[src/rtl/aura_q_pkg.sv]
// Shared types and helpers for the Q-format alignment datapath.
// A Q(I,F) sample is a sign bit, I integer bits and F fractional bits.
package aura_q_pkg;

  typedef enum logic [1:0] {
    RM_TRUNC = 2'b00,
    RM_RHU   = 2'b01,
    RM_RNE   = 2'b10,
    RM_RSVD  = 2'b11
  } round_mode_e;

  function automatic int q_width(input int int_bits, input int frac_bits);
    return 1 + int_bits + frac_bits;
  endfunction

  // Common intermediate width: sign, widest integer part, output fraction,
  // plus one guard bit so a round-up never wraps.
  function automatic int q_wide_width(input int in_i, input int out_i, input int out_f);
    return 2 + ((in_i > out_i) ? in_i : out_i) + out_f;
  endfunction

  function automatic logic [63:0] q_out_max(input int width);
    return (64'd1 << (width - 1)) - 64'd1;
  endfunction

  function automatic logic [63:0] q_out_min(input int width);
    return ~q_out_max(width);
  endfunction

endpackage

[src/rtl/q_round_lane.sv]
// One lane of the converter: fraction alignment/rounding on the front port
// pair, saturation on the back pair, so a register can sit in between.
module q_round_lane
  import aura_q_pkg::*;
#(
  parameter int IN_I   = 4,
  parameter int IN_F   = 12,
  parameter int OUT_I  = 4,
  parameter int OUT_F  = 4,
  localparam int W_IN   = q_width(IN_I, IN_F),
  localparam int W_OUT  = q_width(OUT_I, OUT_F),
  localparam int W_WIDE = q_wide_width(IN_I, OUT_I, OUT_F)
) (
  input  logic [W_IN-1:0]   sample,
  input  round_mode_e       mode,
  output logic [W_WIDE-1:0] rounded,
  input  logic [W_WIDE-1:0] held,
  output logic [W_OUT-1:0]  result,
  output logic              sat
);

  if (OUT_F >= IN_F) begin : g_pad
    localparam int SL  = OUT_F - IN_F;
    localparam int EXT = W_WIDE - W_IN - SL;
    logic unused_mode;
    assign unused_mode = ^mode;
    if (SL == 0) begin : g_same
      assign rounded = {{EXT{sample[W_IN-1]}}, sample};
    end else begin : g_shift
      assign rounded = {{EXT{sample[W_IN-1]}}, sample, {SL{1'b0}}};
    end
  end else begin : g_round
    localparam int SH = IN_F - OUT_F;
    localparam int XW = W_WIDE + SH;
    logic [XW-1:0]     xw;
    logic [W_WIDE-1:0] fl;
    logic [SH-1:0]     frac;
    logic [SH-1:0]     frac_low;
    logic              half;
    logic              rest;
    logic              inc;

    assign xw       = {{(XW-W_IN){sample[W_IN-1]}}, sample};
    assign fl       = xw[XW-1:SH];
    assign frac     = xw[SH-1:0];
    // Dropping the half bit leaves only the sticky bits below it.
    assign frac_low = frac << 1;
    assign half     = frac[SH-1];
    assign rest     = |frac_low;

    always_comb begin
      inc = 1'b0;
      case (mode)
        RM_RHU:  inc = half;
        RM_RNE:  inc = half & (rest | fl[0]);
        default: inc = 1'b0;
      endcase
    end

    assign rounded = fl + {{(W_WIDE-1){1'b0}}, inc};
  end

  q_saturate #(
    .W_WIDE  (W_WIDE),
    .W_NARROW(W_OUT)
  ) u_sat (
    .wide  (held),
    .narrow(result),
    .sat   (sat)
  );

endmodule

[src/rtl/q_saturate.sv]
// Clamps a sign-extended wide value into a narrower two's complement range,
// flagging any value that does not fit exactly.
module q_saturate
  import aura_q_pkg::*;
#(
  parameter int W_WIDE   = 10,
  parameter int W_NARROW = 9
) (
  input  logic [W_WIDE-1:0]   wide,
  output logic [W_NARROW-1:0] narrow,
  output logic                sat
);

  localparam logic [63:0] MAX64 = q_out_max(W_NARROW);
  localparam logic [63:0] MIN64 = q_out_min(W_NARROW);

  logic fits;

  // Representable iff every bit above the narrow sign bit copies the sign.
  assign fits = (wide[W_WIDE-1:W_NARROW-1] == {(W_WIDE-W_NARROW+1){wide[W_WIDE-1]}});

  always_comb begin
    sat = !fits;
    if (fits) begin
      narrow = wide[W_NARROW-1:0];
    end else if (wide[W_WIDE-1]) begin
      narrow = MIN64[W_NARROW-1:0];
    end else begin
      narrow = MAX64[W_NARROW-1:0];
    end
  end

endmodule

[src/rtl/q_align_stream.sv]
// Multi-lane Q-format converter with a two-stage valid/ready pipeline.
// Saturation statistics are built only when Q_ALIGN_SAT_STATS_EN is defined.
module q_align_stream
  import aura_q_pkg::*;
#(
  parameter int N_LANES = 4,
  parameter int IN_I    = 4,
  parameter int IN_F    = 12,
  parameter int OUT_I   = 4,
  parameter int OUT_F   = 4,
  parameter int CNT_W   = 16,
  localparam int W_IN   = q_width(IN_I, IN_F),
  localparam int W_OUT  = q_width(OUT_I, OUT_F)
) (
  input  logic                       clock,
  input  logic                       reset_n,
  input  logic                       in_valid,
  output logic                       in_ready,
  input  logic [N_LANES*W_IN-1:0]    in_data,
  input  logic [1:0]                 in_mode,
  output logic                       out_valid,
  input  logic                       out_ready,
  output logic [N_LANES*W_OUT-1:0]   out_data,
  output logic [N_LANES-1:0]         out_sat,
  input  logic                       clear_stats,
  output logic                       sat_sticky,
  output logic [CNT_W-1:0]           sat_count
);

  localparam int W_WIDE = q_wide_width(IN_I, OUT_I, OUT_F);

  logic                     adv;
  logic                     s1_valid;
  logic [W_WIDE-1:0]        s1_value [N_LANES];
  logic [W_WIDE-1:0]        rounded  [N_LANES];
  logic [N_LANES*W_OUT-1:0] sat_data;
  logic [N_LANES-1:0]       sat_flags;

  // One enable for the whole pipe: it moves whenever the output slot frees.
  assign adv      = !out_valid || out_ready;
  assign in_ready = adv;

  for (genvar gi = 0; gi < N_LANES; gi++) begin : g_lane
    q_round_lane #(
      .IN_I (IN_I),
      .IN_F (IN_F),
      .OUT_I(OUT_I),
      .OUT_F(OUT_F)
    ) u_lane (
      .sample (in_data[gi*W_IN +: W_IN]),
      .mode   (round_mode_e'(in_mode)),
      .rounded(rounded[gi]),
      .held   (s1_value[gi]),
      .result (sat_data[gi*W_OUT +: W_OUT]),
      .sat    (sat_flags[gi])
    );
  end

  always_ff @(posedge clock) begin
    if (!reset_n) begin
      s1_valid  <= 1'b0;
      out_valid <= 1'b0;
      out_data  <= '0;
      out_sat   <= '0;
      for (int i = 0; i < N_LANES; i++) begin
        s1_value[i] <= '0;
      end
    end else if (adv) begin
      s1_valid  <= in_valid;
      s1_value  <= rounded;
      out_valid <= s1_valid;
      out_data  <= sat_data;
      out_sat   <= s1_valid ? sat_flags : '0;
    end
  end

`ifdef Q_ALIGN_SAT_STATS_EN
  logic [CNT_W-1:0] count;
  logic             sticky;

  // Clear has priority over a same-cycle saturating handoff.
  always_ff @(posedge clock) begin
    if (!reset_n || clear_stats) begin
      count  <= '0;
      sticky <= 1'b0;
    end else if (out_valid && out_ready && (|out_sat)) begin
      sticky <= 1'b1;
      if (count != {CNT_W{1'b1}}) begin
        count <= count + {{(CNT_W-1){1'b0}}, 1'b1};
      end
    end
  end

  assign sat_count  = count;
  assign sat_sticky = sticky;
`else
  logic unused_clear;
  assign unused_clear = clear_stats;
  assign sat_count    = '0;
  assign sat_sticky   = 1'b0;
`endif

endmodule

[config.mk]
export PLATFORM = sky130hd
export DESIGN_NAME = q_align_stream
export DESIGN_NICKNAME = d
export VERILOG_FILES = /design/src/rtl/aura_q_pkg.sv /design/src/rtl/q_round_lane.sv /design/src/rtl/q_saturate.sv /design/src/rtl/q_align_stream.sv
export SDC_FILE = /design/constraint.sdc
export NUM_CORES = 1
export LEC_CHECK = 0
export BUFFER_PORTS_ARGS = -buffer_cell sky130_fd_sc_hd__buf_2
export CAP_MARGIN = 10
export CORE_ASPECT_RATIO = 0.9
export CORE_MARGIN = 4
export CORE_UTILIZATION = 50
export CTS_BUF_LIST = sky130_fd_sc_hd__clkbuf_2
export DETAILED_ROUTE_END_ITERATION = 8
export PLACE_DENSITY_LB_ADDON = 0.3
export SYNTH_ARGS = -nofsm -noshare
export SYNTH_HDL_FRONTEND = slang
export SYNTH_SLANG_ARGS = --single-unit
export TNS_END_PERCENT = 1
[constraint.sdc]
create_clock -name clock -period 4.4 [get_ports clock]
set_input_delay 0.22 -clock clock [delete_from_list [all_inputs] [get_ports clock]]
set_output_delay 0.22 -clock clock [all_outputs]
set_load 0.03 [all_outputs]
# --- Word level (Yosys, flattened, before mapping) ---
# Cells that the tools add are included.
classes:
  div_mod_pow: 0
  shift: 0
  order_cmp: 0
  n_reduce_logical: 10
  multipliers: 0
  add_sub_neg: 4
  muxes: 13
  bitwise: 8
  eq_ne: 6
ops:
  columns: ["cell", "n"]
  rows:
  - ["two-way mux 9 bit", 8]
  - ["adder 9 x 2 -> 10 bit", 4]
  - ["OR reduction 7 bit", 4]
  - ["one-hot mux 1 bit (2 select lines)", 4]
  - ["zero test 1 bit", 5]
  - ["bitwise AND 1 bit", 4]
  - ["equality test 1 bit", 4]
  - ["two-way mux 4 bit", 1]
  - ["OR 1 bit", 4]
  - ["equality test 2 x 1 -> 1 bit, second input constant", 1]
  - ["equality test 2 bit, second input constant", 1]
  - ["logical OR 1 bit", 1]
word_totals:
  rom_bits: 0
  n_memories: 0
  latchBits: 0
  ramBits: 0
  ff_bits: 82
  output_inout_bits: 59
  elab_cells: 49

# --- Longest topological paths before layout ---
# Gate-level depths: netlist (run 1).
depth:
  word_depth: 5
  depth_mapped: 9
  ltp_nobuf: 9

# --- By module ---
# Synthesis (run 1) repeated with hierarchy kept, for this count alone.
unflattened:
  hier_cells: 584
  area_unflattened_um2: 4635.7
by_module_without_submodules:
  columns: ["module", "cells_each", "n_inst", "seq_area_each_um2", "area_per_inst_um2"]
  rows:
  - ["q_align_stream", 372, 1, 1641.6, 3159.3]
  - ["q_round_lane", 29, 4, 0.0, 224.0]
  - ["q_saturate", 24, 4, 0.0, 145.1]

# --- Worst setup path after synthesis (run 1) ---
# OpenSTA, ideal clock, no wires.
synth_path:
  path_type: "input to register"
  start: "in in_mode[0]"
  end: "reg s1_value[38] (netlist bit)"
  n_path_buf: 0
  setup_slack_ns: 2.517
  t_required_ns: 4.326
  cell_stages: 9
  arrival_time_ns: 1.809
  cell_sequence: "inv_1 ha_1 nand2b_1 a21oi_1 ha_1 ha_1 nand4_1 or3_1 a31oi_1"
synth_via:
  elab_chain_len: 3
  elab_cells_between_ends: 4
synth_rtl:
  columns: ["element", "line_no", "text"]
  rows:
  - ["start: declaration", "q_align_stream.sv:20", "input logic [1:0] in_mode,"]
  - ["equality test 2 bit / equality test 2 x 1 -> 1 bit (equally long branches)", "q_round_lane.sv:53", "case (mode)"]
  - ["one-hot mux 1 bit (2 select lines) (*)", "q_round_lane.sv:53", null]
  - ["adder 9 x 2 -> 10 bit (*)", "q_round_lane.sv:60", "assign rounded = fl + {{(W_WIDE-1){1'b0}}, inc};"]
  - ["end signal: assignment", "q_align_stream.sv:70", "s1_value <= rounded;"]
  - ["end: declaration", "q_align_stream.sv:34", "logic [W_WIDE-1:0] s1_value [N_LANES];"]
# Every way passes the cells marked *; elsewhere a longest branch is shown, timed or not.
# A chain may end at the register's enable or synchronous reset.

# --- Worst setup path after layout (run 1) ---
layout_path:
  start: "reg out_valid"
  end: "out in_ready"
layout_via:
  elab_chain_len: 2
layout_rtl:
  columns: ["element", "line_no", "text"]
  rows:
  - ["start: declaration", "q_align_stream.sv:21", "output logic out_valid,"]
  - ["start signal: assignment", "q_align_stream.sv:71", "out_valid <= s1_valid;"]
  - ["zero test 1 bit", "q_align_stream.sv:40", "assign adv = !out_valid || out_ready;"]
  - ["logical OR 1 bit", "q_align_stream.sv:40", null]
  - ["end: declaration", "q_align_stream.sv:18", "output logic in_ready,"]
# Every way passes these cells.

==> impl_results.md, run 1 <==
* PortBufs at 115
* Final net count at 710
* Drt via density at 5.20
* Total placed cells including tap cells at 688
* Top-count cell post-synth: dfxtp_1
* Fillcell total at 754
* GP Congestion at 0.810
* CP max FO at 68
* First-pass GRT wire length at 15600 um
* Die Ht at 94.0 um
* Drt initial violations at 130
* Clock slew at reported path FFs at 0.23 ns
* Max Clock Skew at 0.0139 ns
* WHS at 0.0341 ns
* Routed len/inst at 12.8 um
* Total track usage at 0.192
* Vias at 3746
* Pre-Repair DR Iteration Count at 4
* Synth area leaders: dfxtp_1, a21boi_0, o21ai_0
* Setup violators final at 0
* Post-synth EDFFs at 0
* Crit start category: flip-flop
* Final hold vios at 0
* H-tree Lvls at 3
* Yosys top cell by area: dfxtp_1
* Hold/Removal Path Class: in2reg
* Final Non-Filler Cells at 721
* Starting Density at 0.512
* Largest net degree at the start of global routing at 86
* Area Overhead vs Synth at 20.9%
* Worst skew pair latency at 0.50 ns
* Root Buffer Master: clkbuf_2
* Post-Syn Instances at 502
* Final Cycle Share at 0.606
* Pwr Density at 344 nW/um2
* Core area at 8030 um2
* Post-Route Setup TNS at 0 ns
* Multi-input gate area at 2230 um2
* DP HPWL at 6330 um
* Synth cell count leaders: dfxtp_1, nand2_1, o21ai_0
* Cts bufs inserted at 9
* Top Ports at 134
* Layout cells sized above 1 at 0.223
* Worst ir drop on vdd at 0.131 mV
* Bufs on Longest Clock Path at 2
* Row Count at 31
* DRC viols at 0
* Crit Path Class: reg2out
* Yosys cell types at 33
* Max Fclk at 375 MHz
* Max_slew headroom at 0.329
* Slew @ Worst Pin at 1.00 ns
* Seq/Total Area, Yosys at 0.399
* Status: completed
* Die width at 104 um
* Max-slew violation count at 0
* Sequential Area at 1640 um2
* Total gr overflow at 0
* DRT Wirelength at 9250 um
* Die area at 9740 um2
* Async SR Flop Fraction at 0
* YS warnings at 0
* Synthesized area per cell at 8.19 um2
* CP Capture Type: primary output
* Max Cap Viol at 0
* Post-synth top area share at 0.399
* Cells resized by post-CTS repair at 0
* TritonCTS clock tree: yes
* Top FF cell, synth: dfxtp_1
* Clock tree sinks at 82
* Vias in the first global route at 3481
* Netlist Area Pre-Place at 4110 um2
* DRT antenna net count at 0
* Leakage power at 2.20 nW
* Initial antenna violation count at 0
* RSZ-0062 raised after global routing: no
* Antenna cell count at 0
* Overall power at 1.71 mW
* Req. time, crit path at 4.18 ns
* Flops & latches, synth at 82
* Worst Path Arrival at 2.45 ns
* Final Critical Period at 2.67 ns
## worst paths after layout
path	slack [ns]	cells after the start	from	endpoint
worst max-delay path	1.73	4	out_valid$_SDFFE_PN0P_	in_ready
worst min-delay path	0.03	3	in_data[30]	s1_value[25]$_SDFFE_PN0P_
worst max register to register	1.91	6	out_valid$_SDFFE_PN0P_	out_data[27]$_SDFFE_PN0P_
worst min register to register	0.47	2	s1_value[36]$_SDFFE_PN0P_	out_data[6]$_SDFFE_PN0P_
## routing by layer
metal	global-route usage	wire length, um	vias to the layer above
met5	0	0	-
met4	0.0709	142	0
met3	0.0344	537	13
met2	0.331	4390	108
met1	0.244	4190	1672
li1	-	-	1953
## layout by cell type (no fill, tap or decap), types with 16 or more instances in the layout
cell / netlist / final
a31oi_1: 16 / 16
dfxtp_1: 82 / 82
dlygate4sd3_1: 0 / 17
buf_2: 17 / 115
nand2b_1: 31 / 31
nand2_1: 64 / 64
o21ai_0: 53 / 53
ha_1: 18 / 18
conb_1: 1 / 17
a21oi_1: 20 / 20
a21boi_0: 38 / 38
nand3_1: 47 / 47
## sequential cells by signal, summed over array words and instances (netlist names)
register	cells
out_data	36
out_sat	4
out_valid	1
s1_valid	1
s1_value	40
## kinds of logic after synthesis
group | share of synthesized area
simple gates | 0.245
compound gates | 0.200
flops | 0.399
buf+inv | 0.0749
fa+ha+maj | 0.0548
xor+xnor | 0.0256
other cells | 0.000912
## power breakdown
| part | internal (mW) | leakage (nW) | switching (mW) |
|---|---|---|---|
| Sequential | 0.808 | 0.681 | 0.0304 |
| Combinational | 0.138 | 1.43 | 0.231 |
| Clock | 0.243 | 0.0841 | 0.262 |
## what timing repair did
action                    in CTS  in global routing
hold endpoints to repair      21                  0
setup buffers                  0                  0
hold buffers                  17                  0
## worst max-delay path, cell delays in order (launching register included)
cell	delay, ns
dfxtp_1	0.37
nor2b_4	0.12
buf_4	0.28
inv_2	0.80
buf_2	0.34
## metrics by stage
| stage | worst slack [ns] | util | instance area [um2] |
|---|---|---|---|
| after floorplan | 2.52 | - | 4170 |
| after global placement | 2.04 | 0.578 | 4640 |
| after detailed placement | 1.96 | 0.578 | 4640 |
| after CTS | 1.71 | 0.619 | 4970 |
| after global routing | 1.52 | 0.619 | 4970 |
| final | 1.73 | 0.619 | 4970 |
## area by class of cell
type | instances | share of cell area
Multi-Input combinational cell | 377 | 0.449
Sequential cell | 82 | 0.330
Timing Repair Buffer | 135 | 0.155
Tap cell | 99 | 0.0249
Clock inverter | 7 | 0.0237
Clock buffer | 9 | 0.00906
Inverter | 12 | 0.00906
Power figures use the tool's default switching activity.
==> run 2, diff against run 1 <==
==> constraint.sdc (replaced) <==
create_clock -name clock -period 2.7 [get_ports clock]
set_input_delay 0.135 -clock clock [delete_from_list [all_inputs] [get_ports clock]]
set_output_delay 0.135 -clock clock [all_outputs]
set_load 0.03 [all_outputs]
==> run 2 against run 1 <==
Global-route usage increased by 1.1 points; first-iteration DRC count increased by 19%; wire length increased by 7.0%; hold slack improved by 0.017 ns; register-to-register slack got worse by 1.4 ns; largest power group unchanged.
==> impl_results.md, run 2 (synthesis results as in run 1) <==
* Status: completed
* Final Critical Period at 2.52 ns
* Area Overhead vs Synth at 27.8%
* CP Capture Type: flip-flop
* Cts hold-fix bufs at 40 (+23)
* CP max FO at 4 (-94%)
* Cells resized by post-CTS repair at 0 (unchanged)
* Max reg flops at 40 (unchanged)
* Top Ports at 134 (unchanged)
* Initial antenna violation count at 0 (unchanged)
* Commonest non-fill, non-tap cells in the layout: buf_2, dfxtp_1, nand2_1, o21ai_0, nand3_1
* Reg2reg path depth at 6 (unchanged)
* Hold path depth at 4 (+1)
* Crit start category: primary input
* Vias in the first global route at 3734 (+7.3%)
* Commonest non-fill, non-tap cell in the layout: buf_2
* Worst skew pair latency at 0.50 ns (about the same)
* RSZ-0062 raised after global routing: no
* Leakage power at 2.34 nW (+6.2%)
* GP Congestion at 0.820 (+1.1%)
* Max-slew violation count at 0 (unchanged)
* Hold/Removal Path Class: in2reg
* Starting Density at 0.512 (unchanged)
* Most flop-heavy register: s1_value
* DRC viols at 0 (unchanged)
* Final hold vios at 0 (unchanged)
* Cts bufs inserted at 9 (unchanged)
* Pre-Repair DR Iteration Count at 6 (+2)
* Req. time, crit path at 3.16 ns (-1.02 ns)
* DRT antenna net count at 0 (unchanged)
* Row Count at 31 (unchanged)
* Total track usage at 0.204 (+0.0113)
* Pwr Density at 555 nW/um2 (+61%)
* Postcts setup bufs at 0 (unchanged)
* Biggest regs: s1_value x40, out_data x36, out_sat x4
* Max Fclk at 397 MHz
* Clock slew at reported path FFs at 0.22 ns (about the same)
* Antenna cell count at 0 (unchanged)
* H-tree Lvls at 3 (unchanged)
* DRT Wirelength at 9900 um (+7.0%)
* Multi-input gate area at 2230 um2 (unchanged)
* Sequential Area at 1640 um2 (unchanged)
* Vias at 3943 (+5.3%)
* PortBufs at 115 (unchanged)
* Max Cap Viol at 0 (unchanged)
* FF-to-FF setup slack at 0.54 ns (-1.37 ns)
* Worst ir drop on vdd at 0.286 mV (+120%)
* Drt via density at 5.29 (+1.7%)
* Die area at 9740 um2 (unchanged)
* Layout cells sized above 1 at 0.218 (-0.00554)
* Core area at 8030 um2 (unchanged)
* RR Startpoint: out_valid$_SDFFE_PN0P_
* Clock tree sinks at 82 (unchanged)
* Hold Crit Endpoint: s1_value[34]$_SDFFE_PN0P_
* Bufs on Longest Clock Path at 2 (unchanged)
* Drt initial violations at 155 (+19%)
* Worst r2r dst: s1_value[7]$_SDFFE_PN0P_
* Total gr overflow at 0 (unchanged)
* Die width at 104 um (unchanged)
* Slew @ Worst Pin at 0.631 ns (-0.373 ns)
* Post-Route Setup TNS at 0 ns (unchanged)
* Die Ht at 94.0 um (unchanged)
* Worst Path Arrival at 2.98 ns (+0.53 ns)
* Crit Path Class: in2reg
* Setup violators final at 0 (unchanged)
* Beginning of the worst hold path: in_data[10]
* Overall power at 2.92 mW (+70%)
* TritonCTS clock tree: yes
* Max Clock Skew at 0.0197 ns (+0.00572 ns)
* Root Buffer Master: clkbuf_2
* Final net count at 735 (+3.5%)
* Routed len/inst at 13.3 um (+3.4%)
* Max_slew headroom at 0.579 (+0.249)
* DP HPWL at 6610 um (+4.4%)
* Fillcell total at 731 (-3.1%)
* Largest net degree at the start of global routing at 58 (-33%)
* Final Cycle Share at 0.933
* First-pass GRT wire length at 16400 um (+5.3%)
[run 2: changes by cell type in the layout (fill, tap and decap cells not counted), sizes merged]
cell         before  now
buf             118  120
bufinv            3    4
clkinv            1    2
clkinvlp          3    1
dlygate4sd3      17   40
[run 2: worst max-delay path, stage by stage]
cell           delay [ns]
buf_2                0.09
or4_1                0.50
o21ai_0              0.17
a21oi_1              0.09
ha_1                 0.21
ha_1                 0.23
nand4_1              0.15
o21ai_0              0.11
dlygate4sd3_1        0.58
a31oi_1              0.16
dlygate4sd3_1        0.55
[run 2: routing by layer]
layer / part of all wire / vias to the layer above / track usage
met2: 0.49 / 134 / 0.360
met3: 0.059 / 11 / 0.0385
met5: 0 / - / 0
met1: 0.44 / 1791 / 0.247
li1: - / 2007 / -
met4: 0.013 / 0 / 0.0808
[run 2: layout make-up]
| type | instances | share of cell area |
|---|---|---|
| inverter | 12 | 0.00858 |
| multi-input combinational | 377 | 0.424 |
| sequential | 82 | 0.313 |
| timing repair buffer | 160 | 0.195 |
| clock inverter | 7 | 0.0269 |
| clock buffer | 9 | 0.00858 |
| tap | 99 | 0.0236 |
[run 2: through the flow]
step / hold slack [ns] / instance area (um2) / utilization / instances / setup slack [ns]
finish: 0.0506 / 5250 / 0.654 / 746 / 0.182
global route: 0.0303 / 5250 / 0.654 / 746 / 0.0722
CTS: 0.00447 / 5250 / 0.654 / 746 / 0.304
detailed placement: 0.398 / 4670 / 0.581 / 690 / 0.577
global placement: 0.396 / 4670 / 0.581 / 690 / 0.633
floorplan: 0.282 / 4170 / - / 518 / 0.902
[run 2: worst max path at each step]
| stage | startpoint | to | slack (ns) | depth (start not counted) |
|---|---|---|---|---|
| 2_1_floorplan | in_mode[0] | s1_value[38]$_SDFFE_PN0P_ | 0.90 | 9 |
| 3_3_place_gp | in_mode[0] | s1_value[28]$_SDFFE_PN0P_ | 0.63 | 10 |
| 3_5_place_dp | in_mode[0] | s1_value[28]$_SDFFE_PN0P_ | 0.58 | 10 |
| 4_1_cts | in_data[56] | s1_value[6]$_SDFFE_PN0P_ | 0.30 | 11 |
| 5_1_grt | in_data[56] | s1_value[6]$_SDFFE_PN0P_ | 0.07 | 11 |
| 6_report | in_data[56] | s1_value[6]$_SDFFE_PN0P_ | 0.18 | 11 |
[run 2: where the power goes]
group / internal [mW] / switching [mW] / total, mW
combinational: 0.251 / 0.385 / 0.636
clock: 0.491 / 0.423 / 0.915
sequential: 1.32 / 0.0497 / 1.37
==> run 3, diff against run 2 <==
--- a/config.mk
+++ b/config.mk
@@ -9,7 +9,7 @@
 export CAP_MARGIN = 10
 export CORE_ASPECT_RATIO = 0.9
 export CORE_MARGIN = 4
-export CORE_UTILIZATION = 50
+export CORE_UTILIZATION = 35
 export CTS_BUF_LIST = sky130_fd_sc_hd__clkbuf_2
 export DETAILED_ROUTE_END_ITERATION = 8
 export PLACE_DENSITY_LB_ADDON = 0.3
==> run 3 against run 2 <==
Die area is 39% higher; combinational power is 4.6% higher; wire length is 6.7% higher; first-iteration DRC count is 54% higher; core utilization is 17 points lower; worst setup slack worse by 0.10 ns; non-clock buffer count is 30 higher; final area is 6.0% higher; register-to-register slack better by 0.05 ns; final cell count is 12% higher; power is 5.1% lower.
==> impl_results.md, run 3 (synthesis results as in run 1) <==
* Status: completed
* Largest net degree at the start of global routing at 56 (-3.4%)
* GP Congestion at 0.815 (-0.56%)
* Max_slew headroom at 0.518 (-0.0604)
* CP Capture Type: flip-flop
* Commonest non-fill, non-tap cells in the layout: buf_2, dfxtp_1, dlygate4sd3_1, nand2_1, o21ai_0
* Worst slack, placed at 0.561 ns (-0.0168 ns)
* Slew @ Worst Pin at 0.723 ns (+0.0915 ns)
* Req. time, crit path at 3.19 ns (+0.03 ns)
* Worst Path Arrival at 3.11 ns (+0.13 ns)
* Total placed cells including tap cells at 747 (+8.3%)
* Pwr Density at 497 nW/um2 (-10%)
* Routed len/inst at 12.7 um (-4.5%)
* Final net count at 765 (+4.1%)
* Layout cells sized above 1 at 0.210 (-0.00818)
* Final Critical Period at 2.62 ns (+0.102 ns)
* Total gr overflow at 0 (unchanged)
* Max Fclk at 382 MHz (-3.9%)
* Crit start category: primary input
* Crit Path Class: in2reg
* CP max FO at 4 (unchanged)
* Final Cycle Share at 0.970 (+0.0376)
* Worst path bufs/invs at 4 (+1)
* Worst ir drop on vdd at 0.320 mV (+12%)
* Final Non-Filler Cells at 833 (+12%)
* Clock tree sinks at 82 (unchanged)
* Area Overhead vs Synth at 35.5%
* Fillcell total at 1141 (+56%)
* Final hold vios at 0 (unchanged)
* Core area at 11500 um2 (+43%)
* Most flop-heavy register: s1_value
* Commonest non-fill, non-tap cell in the layout: buf_2
* Hold/Removal Path Class: in2reg
* Post-Route Setup TNS at 0 ns (unchanged)
* RSZ-0062 raised after global routing: no
* Worst path most repeated cell: dlygate4sd3_1
* Drt via density at 4.77 (-9.7%)
* WHS at 0.0582 ns (+0.00763 ns)
* Max-slew violation count at 0 (unchanged)
* Vias in the first global route at 3846 (+3.0%)
* DRT antenna net count at 0 (unchanged)
* Setup ws final at 0.0802 ns (-0.102 ns)
* Top Ports at 134 (unchanged)
* Max Cap Viol at 0 (unchanged)
* Drt initial violations at 238 (+54%)
* Bufs on Longest Clock Path at 2 (unchanged)
* Crit path cell chain: dlygate4sd3_1 -> buf_2 -> or4_1 -> o21ai_1 -> a21oi_1 -> ha_2 -> nand4_1 -> o21ai_0 -> dlygate4sd3_1 -> a31oi_1 -> dlygate4sd3_1
* H-tree Lvls at 3 (unchanged)
* Hold path depth at 4 (unchanged)
* Biggest regs: s1_value x40, out_data x36, out_sat x4
* Row Count at 37 (+19%)
* Leakage power at 2.41 nW (+3.2%)
* Cts bufs inserted at 9 (unchanged)
* Reg2reg path depth at 6 (unchanged)
* DRC viols at 0 (unchanged)
* Die area at 13500 um2 (+39%)
* Antenna cell count at 0 (unchanged)
* Total track usage at 0.159 (-0.0447)
* Stages on worst setup path at 11 (unchanged)
* PortBufs at 115 (unchanged)
* Die width at 122 um (+18%)
* Crit path largest cell delay at 0.57 ns (about the same)
* Vias at 3975 (+0.81%)
* Root Buffer Master: clkbuf_2
* CP top delay family: buffers and inverters
* TritonCTS clock tree: yes
* Initial antenna violation count at 0 (unchanged)
* Max reg flops at 40 (unchanged)
* First-pass GRT wire length at 17700 um (+7.8%)
* Pre-Repair DR Iteration Count at 4 (-2)
* DRT Wirelength at 10600 um (+6.7%)
* Clock slew at reported path FFs at 0.22 ns (about the same)
* DP HPWL at 7060 um (+6.9%)
* Crit-path slowest cell: dlygate4sd3_1
* Postcts setup bufs at 0 (unchanged)
* Die Ht at 111 um (+18%)
* Setup violators final at 0 (unchanged)
* Worst skew pair latency at 0.53 ns (+0.03 ns)
* Max Clock Skew at 0.0142 ns (-0.00543 ns)
* Starting Density at 0.358 (-0.154)
==> run 3: layout make-up <==
| type | count | area, um2 | share of cell area |
|---|---|---|---|
| Multi-Input combinational cell | 377 | 2230 | 0.401 |
| Tap cell | 156 | 195 | 0.0350 |
| Timing Repair Buffer | 190 | 1310 | 0.236 |
| Sequential cell | 82 | 1640 | 0.295 |
| Clock buffer | 9 | 45.0 | 0.00809 |
| Clock inverter | 7 | 93.8 | 0.0169 |
| Inverter | 12 | 45.0 | 0.00809 |
==> run 3: path summary, 6_finish.rpt <==
| check | from | endpoint | slack (ns) |
|---|---|---|---|
| worst max-delay path | in_data[8] | s1_value[37]$_SDFFE_PN0P_ | 0.08 |
| worst min-delay path | in_data[42] | s1_value[10]$_SDFFE_PN0P_ | 0.06 |
| worst max register to register | out_valid$_SDFFE_PN0P_ | s1_value[7]$_SDFFE_PN0P_ | 0.59 |
| worst min register to register | out_data[10]$_SDFFE_PN0P_ | out_data[10]$_SDFFE_PN0P_ | 0.47 |
==> run 3: report_power, final <==
group          total (mW)  internal (mW)  switching, mW
Clock               0.735          0.301          0.435
Combinational       0.665          0.275          0.391
Sequential           1.37           1.32         0.0507
Total                2.77           1.89          0.876
==> run 3: worst register-to-register path: stages (launching register included) <==
cell	delay [ns]
dfxtp_1	0.37
nor2b_4	0.37
inv_2	0.06
buf_4	0.29
o21ai_0	0.28
a31oi_1	0.08
dlygate4sd3_1	0.59
==> run 3: layer usage <==
| metal | up-vias | track usage | routed length, um |
|---|---|---|---|
| met3 | 6 | 0.0480 | 564 |
| met1 | 1820 | 0.189 | 4460 |
| met4 | 0 | 0.0343 | 54 |
| met2 | 82 | 0.279 | 5480 |
| met5 | - | 0 | 0 |
| li1 | 2067 | - | - |
==> run 3: repair_timing <==
item                                    in CTS  in global routing
endpoints found under the setup margin       0                  2
hold endpoints to repair                    44                  0
hold buffers                                70                  0
resized for setup                            0                  3
==> run 3: stage by stage <==
stage,util,area (um2),total power [mW]
floorplan,-,4170,1.80
CTS,0.485,5560,2.81
global placement,0.412,4720,1.97
detailed placement,0.412,4720,1.98
finish,0.485,5570,2.77
global route,0.485,5570,2.95
